$ cat src/rtl/uart_tx_periph_if.sv
// ---------------------------------------------------------------------------
// uart_tx_periph_if
//   System-bus responder port shared by the memory-mapped peripherals.
//   One access per cycle: sel_i qualifies the cycle, a non-zero we_i is a
//   write with byte enables, we_i == 0 is a read whose data returns on
//   data_o one cycle later.
//
//   sel_i   bus select for this peripheral
//   we_i    byte write enables (4'b0000 = read)
//   addr_i  byte address
//   data_i  write data
//   data_o  registered read data
// ---------------------------------------------------------------------------
interface uart_tx_periph_if;
  logic        sel_i;
  logic [3:0]  we_i;
  logic [31:0] addr_i;
  logic [31:0] data_i;
  logic [31:0] data_o;

  modport master (
    output sel_i, we_i, addr_i, data_i,
    input  data_o
  );

  modport slave (
    input  sel_i, we_i, addr_i, data_i,
    output data_o
  );
endinterface

$ cat src/rtl/uart_tx_periph.sv
// ---------------------------------------------------------------------------
// uart_tx_periph
//   Memory-mapped 8N1 UART transmitter. The CPU pushes bytes into a TX FIFO
//   through TXDATA; a serializer drains the FIFO onto tx_o using a
//   programmable baud divisor (bit time = DIV+1 clk).
//
//   Register map (addr_i[3:2]):
//     0 CTRL   [0] tx_en, [1] ie
//     1 DIV    [15:0] divisor, byte enables honoured
//     2 TXDATA write pushes data_i[7:0]; reads 0
//     3 STATUS [0] busy, [1] full, [2] empty, [3] overflow (W1C),
//              [12:8] FIFO level
//
//   Ports:
//     clk    system clock
//     rst    synchronous reset, active-high
//     bus    slave side of the system bus (sel_i/we_i/addr_i/data_i/data_o)
//     tx_o   serial output, idle high, registered
//     irq_o  level interrupt: ie & fifo empty & transmitter idle
// ---------------------------------------------------------------------------
module uart_tx_periph #(
  parameter int          FIFO_DEPTH  = 8,
  parameter logic [15:0] DEFAULT_DIV = 16'd433
) (
  input  logic             clk,
  input  logic             rst,
  uart_tx_periph_if.slave  bus,
  output logic             tx_o,
  output logic             irq_o
);

  localparam int PTR_W = $clog2(FIFO_DEPTH);
  localparam int LVL_W = $clog2(FIFO_DEPTH + 1);
  localparam logic [LVL_W-1:0] LVL_FULL = LVL_W'(FIFO_DEPTH);

  localparam logic [1:0] A_CTRL   = 2'd0;
  localparam logic [1:0] A_DIV    = 2'd1;
  localparam logic [1:0] A_TXDATA = 2'd2;
  localparam logic [1:0] A_STATUS = 2'd3;

  typedef enum logic [1:0] {
    S_IDLE,
    S_START,
    S_DATA,
    S_STOP
  } state_t;

  // -------------------------------------------------------------------------
  // Bus decode
  // -------------------------------------------------------------------------
  logic [1:0] word;
  logic       wr_en;
  logic       rd_en;

  assign word  = bus.addr_i[3:2];
  assign wr_en = bus.sel_i && (bus.we_i != 4'b0000);
  assign rd_en = bus.sel_i && (bus.we_i == 4'b0000);

  // Address/data bits this block never decodes.
  logic unused_bus_bits;
  assign unused_bus_bits = ^{bus.addr_i[31:4], bus.addr_i[1:0], bus.data_i[31:16]};

  // -------------------------------------------------------------------------
  // Control registers
  // -------------------------------------------------------------------------
  logic        tx_en;
  logic        ie;
  logic [15:0] div_r;
  logic        overflow;

  // -------------------------------------------------------------------------
  // TX FIFO
  // -------------------------------------------------------------------------
  logic [7:0]       mem [FIFO_DEPTH];
  logic [PTR_W-1:0] wr_ptr;
  logic [PTR_W-1:0] rd_ptr;
  logic [LVL_W-1:0] level;
  logic             fifo_full;
  logic             fifo_empty;
  logic             push_req;
  logic             push_ok;
  logic             pop;

  assign fifo_full  = (level == LVL_FULL);
  assign fifo_empty = (level == '0);
  assign push_req   = wr_en && (word == A_TXDATA) && bus.we_i[0];
  // A simultaneous pop frees the slot, so a push into a full FIFO still lands.
  assign push_ok    = push_req && (!fifo_full || pop);

  // NOTE: storage has no reset; emptiness is defined by level/pointers, so
  // stale contents are never observable and the array can map to plain RAM.
  always_ff @(posedge clk) begin
    if (push_ok) begin
      mem[wr_ptr] <= bus.data_i[7:0];
    end
  end

  always_ff @(posedge clk) begin
    if (rst) begin
      wr_ptr <= '0;
      rd_ptr <= '0;
      level  <= '0;
    end else begin
      // Pointers are exactly clog2(depth) wide, so they wrap for free.
      if (push_ok) wr_ptr <= wr_ptr + PTR_W'(1);
      if (pop)     rd_ptr <= rd_ptr + PTR_W'(1);
      unique case ({push_ok, pop})
        2'b10:   level <= level + LVL_W'(1);
        2'b01:   level <= level - LVL_W'(1);
        default: level <= level;
      endcase
    end
  end

  // -------------------------------------------------------------------------
  // Serializer FSM
  // -------------------------------------------------------------------------
  state_t      state_q, state_d;
  logic [15:0] cnt_q, cnt_d;
  logic [15:0] div_q, div_d;
  logic [2:0]  bit_q, bit_d;
  logic [7:0]  shift_q, shift_d;
  logic        tx_q, tx_d;
  logic        busy;

  assign busy = (state_q != S_IDLE);

  // NOTE: sequential state uses non-blocking assignments so every flop
  // samples the pre-edge values regardless of statement order.
  always_ff @(posedge clk) begin
    if (rst) begin
      state_q <= S_IDLE;
      cnt_q   <= '0;
      div_q   <= '0;
      bit_q   <= '0;
      shift_q <= '0;
      tx_q    <= 1'b1;
    end else begin
      state_q <= state_d;
      cnt_q   <= cnt_d;
      div_q   <= div_d;
      bit_q   <= bit_d;
      shift_q <= shift_d;
      tx_q    <= tx_d;
    end
  end

  // NOTE: every output of this block gets a default first, so no path can
  // leave a signal unassigned and infer a latch.
  always_comb begin
    state_d = state_q;
    cnt_d   = cnt_q;
    div_d   = div_q;
    bit_d   = bit_q;
    shift_d = shift_q;
    pop     = 1'b0;

    unique case (state_q)
      S_IDLE: begin
        if (tx_en && !fifo_empty) begin
          pop     = 1'b1;
          shift_d = mem[rd_ptr];
          div_d   = div_r;   // divisor frozen for the whole frame
          cnt_d   = '0;
          state_d = S_START;
        end
      end
      S_START: begin
        if (cnt_q == div_q) begin
          cnt_d   = '0;
          bit_d   = '0;
          state_d = S_DATA;
        end else begin
          cnt_d = cnt_q + 16'd1;
        end
      end
      S_DATA: begin
        if (cnt_q == div_q) begin
          cnt_d = '0;
          if (bit_q == 3'd7) begin
            state_d = S_STOP;
          end else begin
            bit_d   = bit_q + 3'd1;
            shift_d = {1'b0, shift_q[7:1]};
          end
        end else begin
          cnt_d = cnt_q + 16'd1;
        end
      end
      S_STOP: begin
        if (cnt_q == div_q) begin
          state_d = S_IDLE;
        end else begin
          cnt_d = cnt_q + 16'd1;
        end
      end
      default: state_d = S_IDLE;
    endcase

    // Line level is derived from the next state so tx_o comes straight
    // from a flop and changes exactly on state transitions.
    unique case (state_d)
      S_START: tx_d = 1'b0;
      S_DATA:  tx_d = shift_d[0];
      default: tx_d = 1'b1;
    endcase
  end

  assign tx_o  = tx_q;
  assign irq_o = ie && fifo_empty && !busy;

  // -------------------------------------------------------------------------
  // Register writes
  // -------------------------------------------------------------------------
  logic ovf_set;
  logic ovf_clr;

  assign ovf_set = push_req && fifo_full && !pop;
  assign ovf_clr = wr_en && (word == A_STATUS) && bus.we_i[0] && bus.data_i[3];

  always_ff @(posedge clk) begin
    if (rst) begin
      tx_en    <= 1'b0;
      ie       <= 1'b0;
      div_r    <= DEFAULT_DIV;
      overflow <= 1'b0;
    end else begin
      if (wr_en && (word == A_CTRL) && bus.we_i[0]) begin
        tx_en <= bus.data_i[0];
        ie    <= bus.data_i[1];
      end
      if (wr_en && (word == A_DIV)) begin
        if (bus.we_i[0]) div_r[7:0]  <= bus.data_i[7:0];
        if (bus.we_i[1]) div_r[15:8] <= bus.data_i[15:8];
      end
      if (ovf_set) begin
        overflow <= 1'b1;
      end else if (ovf_clr) begin
        overflow <= 1'b0;
      end
    end
  end

  // -------------------------------------------------------------------------
  // Read path: one-cycle latency, zero when not reading
  // -------------------------------------------------------------------------
  logic [31:0] rd_data;

  always_comb begin
    rd_data = '0;
    unique case (word)
      A_CTRL:   rd_data = {30'b0, ie, tx_en};
      A_DIV:    rd_data = {16'b0, div_r};
      A_TXDATA: rd_data = '0;
      A_STATUS: begin
        rd_data[0]    = busy;
        rd_data[1]    = fifo_full;
        rd_data[2]    = fifo_empty;
        rd_data[3]    = overflow;
        rd_data[12:8] = 5'(level);
      end
      default:  rd_data = '0;
    endcase
  end

  always_ff @(posedge clk) begin
    if (rst) begin
      bus.data_o <= '0;
    end else begin
      bus.data_o <= rd_en ? rd_data : 32'h0;
    end
  end

endmodule

$ cat src/flat_wrapper.sv
// flat-port wrapper written by rule: the top's interface ports become plain ports
module uart_tx_periph_flat 
#(
  parameter int          FIFO_DEPTH  = 8,
  parameter logic [15:0] DEFAULT_DIV = 16'd433
)
  (clk, rst, tx_o, irq_o, bus_sel_i, bus_we_i, bus_addr_i, bus_data_i, bus_data_o);
  uart_tx_periph_if bus_i ();
  input  logic clk;
  input  logic rst;
  output logic tx_o;
  output logic irq_o;
  input wire logic [$bits(bus_i.sel_i)-1:0] bus_sel_i;
  input wire logic [$bits(bus_i.we_i)-1:0] bus_we_i;
  input wire logic [$bits(bus_i.addr_i)-1:0] bus_addr_i;
  input wire logic [$bits(bus_i.data_i)-1:0] bus_data_i;
  output wire logic [$bits(bus_i.data_o)-1:0] bus_data_o;
  assign bus_i.sel_i = bus_sel_i;
  assign bus_i.we_i = bus_we_i;
  assign bus_i.addr_i = bus_addr_i;
  assign bus_i.data_i = bus_data_i;
  assign bus_data_o = bus_i.data_o;
  uart_tx_periph #(.FIFO_DEPTH(FIFO_DEPTH), .DEFAULT_DIV(DEFAULT_DIV)) u_core (.clk(clk), .rst(rst), .bus(bus_i), .tx_o(tx_o), .irq_o(irq_o));
endmodule
$ cat config.mk
export PLATFORM = sky130hd
export DESIGN_NAME = uart_tx_periph_flat
export DESIGN_NICKNAME = d
export VERILOG_FILES = /design/src/rtl/uart_tx_periph_if.sv /design/src/rtl/uart_tx_periph.sv /design/src/flat_wrapper.sv
export SDC_FILE = /design/constraint.sdc
export NUM_CORES = 1
export LEC_CHECK = 0
export CAP_MARGIN = 5
export CORE_UTILIZATION = 48
export CTS_CLUSTER_SIZE = 40
export DETAILED_ROUTE_END_ITERATION = 10
export GPL_ROUTABILITY_DRIVEN = 0
export PLACE_DENSITY = 0.82
export SYNTH_ARGS = -nofsm -noshare
export SYNTH_HDL_FRONTEND = slang
export SYNTH_SLANG_ARGS = --single-unit
$ cat constraint.sdc
create_clock -name clk -period 2.35 [get_ports clk]
set_input_delay 0.47 -clock clk [delete_from_list [all_inputs] [get_ports clk]]
set_output_delay 0.47 -clock clk [all_outputs]
set_load 0.01 [all_outputs]
==> qor.yml, run 1 <==
vias: 4895
crit_chain: "xnor2_1, nand4_1, or4_4, a222oi_1, buf_4, a211oi_1, a41oi_1"
worstReg2RegStart: "u_core.cnt_q[6]"
reg2reg_slack_ps: 110
worstHoldStart: "u_core.div_q[3]"
num-nets-final: 771
core_area_sq_um: 13500
slowest_stage: "or4_4"
ys_warn_count: 0
cts_buffers: 17
period_minus_slack_ps: 2240
fin_skew_ps: 9.13
drc: 0
r2r-end: "u_core.tx_o"
viasPerCell: 5.59
finalHoldViolCount: 0
maxCapViolCount: 0
cts.sinks: 158
crit_family: "simple AND/OR/NAND/NOR gates"
placedCellCount: 842
crit_buf_inv: 1
critPathMaxFanout: 5
synth_top_area_cell: "edfxtp_1"
outcome: "finished, final reports clean"
holdPathStages: 2
busiest_layer: "met2"
slew_headroom_pct: 57.0
clkSlewWorstSetupHoldPaths_ps: 70
synth_top_area_share_pct: 28.6
setup_tns_ps: 0
fmax_mhz: 447
cts_tree: "yes"
wl_per_cell_um: 17.3
drv_slew: 0
drt_iter0_markers: 444
vdd_drop_max_mv: 0.683
worst_slack_ps: 114
seq_area_frac_synth_pct: 56.5
rsz0062_at_grt: "no"
dp_hpwl_um: 10500
final_area_sq_um: 8240
synth.area.top_cells: "edfxtp_1 29%, dfxtp_1 28%, mux4_2 5.4%, nand2_1 4.7%, xnor2_1 3.8%"
antenna_found_initial: 0
insertion_delay_ps: 430
hold_buffers: 0
setup_viol: 0
clk_path_buf_depth: 2
dp_slack_ps: -244
postRouteAntennaNets: 0
crit_path_start: "u_core.cnt_q[6]"
ys.flop_type: "dfxtp_1"
hold_class: "reg -> reg"
die_width_um: 120
initial_core_util_pct: 50.0
std_cell_rows: 42
synth_area_sq_um: 6730
grt_util_met1_pct: 25.3
synthCells: 604
place_area_sq_um: 7570
antenna_cells: 0
htreeDepth: 4
crit_required_ps: 2690
hold_end: "u_core.div_q[3]"
use_met2_pct: 38.9
dieHeight_um: 120
endpoint_kind: "register"
routed_wl_um: 15100
synthDistinctLibCells: 52
syn_avg_cell_area_sq_um: 11.1
worstPathArrival_ps: 2580
stdcell_count: 876
worstSetupStartpointType: "register"
power_leakage_nw: 2.88
dr.pass1.iters: 6
drive_gt1_share_pct: 17.7
grt.met3_usage_pct: 4.81
max_slew.worst_pin.slew_ps: 629
power_density_nw_per_um2: 720
syn_to_final_growth_pct: 22.4
max_stage_delay_ps: 650
grt_pass1_wl_um: 24100
first_global_vias: 4941
track_usage_pct: 21.8
reg2regPathDepth: 7
holdWs_ps: 468
dieArea_sq_um: 14500
synth_edf_count: 64
ios: 105
grt_overflow: 0
timing.final.crit_share_pct: 95.1
clockRootBuffer: "clkbuf_16"
grt_max_degree: 43
io_buffers: 42
yosys_register_bits: 158
path_class: "reg -> reg"
synthArstFlopShare_pct: 0
worst min-delay path: cells and delay by family (launching register included):
family	cells	cell delay, ps
compound gates	1	50
flops	1	320
simple gates	1	50
timing repair:
| item | 4_1_cts | 5_1_grt |
|---|---|---|
| hold endpoints to repair | 0 | 0 |
| endpoints found under the setup margin | 3 | 19 |
| pin swaps | 1 | 8 |
| setup buffers | 1 | 1 |
| resized for setup | 5 | 10 |
how the worst max path moves through the flow:
| stage | endpoint | slack [ps] | depth (start not counted) |
|---|---|---|---|
| 2_1_floorplan | u_core.level[3] | 20 | 10 |
| 3_3_place_gp | u_core.level[3] | -220 | 10 |
| 3_5_place_dp | u_core.level[3] | -240 | 10 |
| 4_1_cts | u_core.shift_q[5] | 30 | 6 |
| 5_1_grt | u_core.tx_o | 10 | 7 |
| 6_report | u_core.tx_o | 110 | 7 |
cell usage after synthesis (7+ instances only):
cell and n:
dfxtp_1 94, nand2_1 84, edfxtp_1 64, nor2_1 50, a21oi_1 49, xnor2_1 29, clkbuf_1 25, buf_4 16
mux4_2 16, mux2i_1 15, and2_1 13, ha_1 12, inv_1 12, a211oi_1 9, nand3_1 8, nor3_1 8
a311oi_1 7, and3_1 7, nand3b_1 7
cell usage in the layout, fill, tap and decap left out, drive strengths merged, types with 8 or more instances in the layout:
master         synthesis  routed
a211oi                 9       9
a21oi                 49      49
and2                  13      13
buf                   21      54
clkbuf                25      17
clkdlybuf4s50          0      40
conb                   1      16
dfxtp                 94      94
edfxtp                64      64
ha                    12      12
inv                   12      21
mux2i                 15      15
mux4                  16      16
nand2                 84      84
nand3                  8       8
nor2                  50      50
nor3                   8       8
xnor2                 30      30
final cells by class:
cell class | instances | area, sq um
multi-input cells | 403 | 2780
clock inverters | 15 | 151
fillers | 1003 | 5210
flip-flops and latches | 158 | 3800
clock buffers | 17 | 425
inverters | 12 | 45.0
repair buffers | 95 | 812
well taps | 176 | 220
per-layer routing:
layer / wire length [um] / vias to the layer above
met5: 0 / -
met4: 331 / 0
met3: 806 / 29
met2: 7890 / 176
met1: 6090 / 2381
li1: - / 2309
sequential cells by signal (all words and copies together), names as in the netlist, 2 cells and up, named ones only:
signal,flops
u_core.bit_q,3
u_core.bus.data_o,16
u_core.cnt_q,16
u_core.div_q,16
u_core.div_r,16
u_core.level,4
u_core.mem,64
u_core.rd_ptr,3
u_core.shift_q,8
u_core.state_q,2
u_core.wr_ptr,3
report_power, final:
part / switching [W] / total (W) / internal [W]
logic: 0.000194 / 0.000331 / 0.000137
clock network: 0.00120 / 0.00270 / 0.00150
registers: 0.0000231 / 0.00290 / 0.00288
total: 0.00141 / 0.00593 / 0.00452
cells by family (layout without fill, tap and decap cells):
family / count (synthesis) / count (layout) / share of synthesized area, %
flops: 158 / 158 / 56.5
buf+inv: 58 / 139 / 4.31
other cells: 1 / 16 / 0.0557
simple gates: 203 / 203 / 14.0
xor+xnor: 34 / 34 / 4.54
mux: 34 / 34 / 8.09
fa+ha+maj: 13 / 13 / 2.53
compound gates: 103 / 103 / 9.98
per-stage QoR:
step	total power, W	util [%]
2_1_floorplan	0.00316	-
3_3_place_gp	0.00326	56.3
3_5_place_dp	0.00328	56.3
4_1_cts	0.00595	60.8
5_1_grt	0.00611	61.2
6_report	0.00593	61.2
Power figures use the tool's default switching activity.
==> inputs of run 2 (changes only) <==
--- a/config.mk
+++ b/config.mk
@@ -5,11 +5,13 @@
 export SDC_FILE = /design/constraint.sdc
 export NUM_CORES = 1
 export LEC_CHECK = 0
+export ABC_CLOCK_PERIOD_IN_PS = 2350
 export CAP_MARGIN = 5
 export CORE_UTILIZATION = 48
 export CTS_CLUSTER_SIZE = 40
 export DETAILED_ROUTE_END_ITERATION = 10
 export GPL_ROUTABILITY_DRIVEN = 0
+export HOLD_SLACK_MARGIN = 0.03
 export PLACE_DENSITY = 0.82
 export SYNTH_ARGS = -nofsm -noshare
 export SYNTH_HDL_FRONTEND = slang
==> results of run 2 <==
No change in the layout: final DEF, timing and power equal those of run 1.
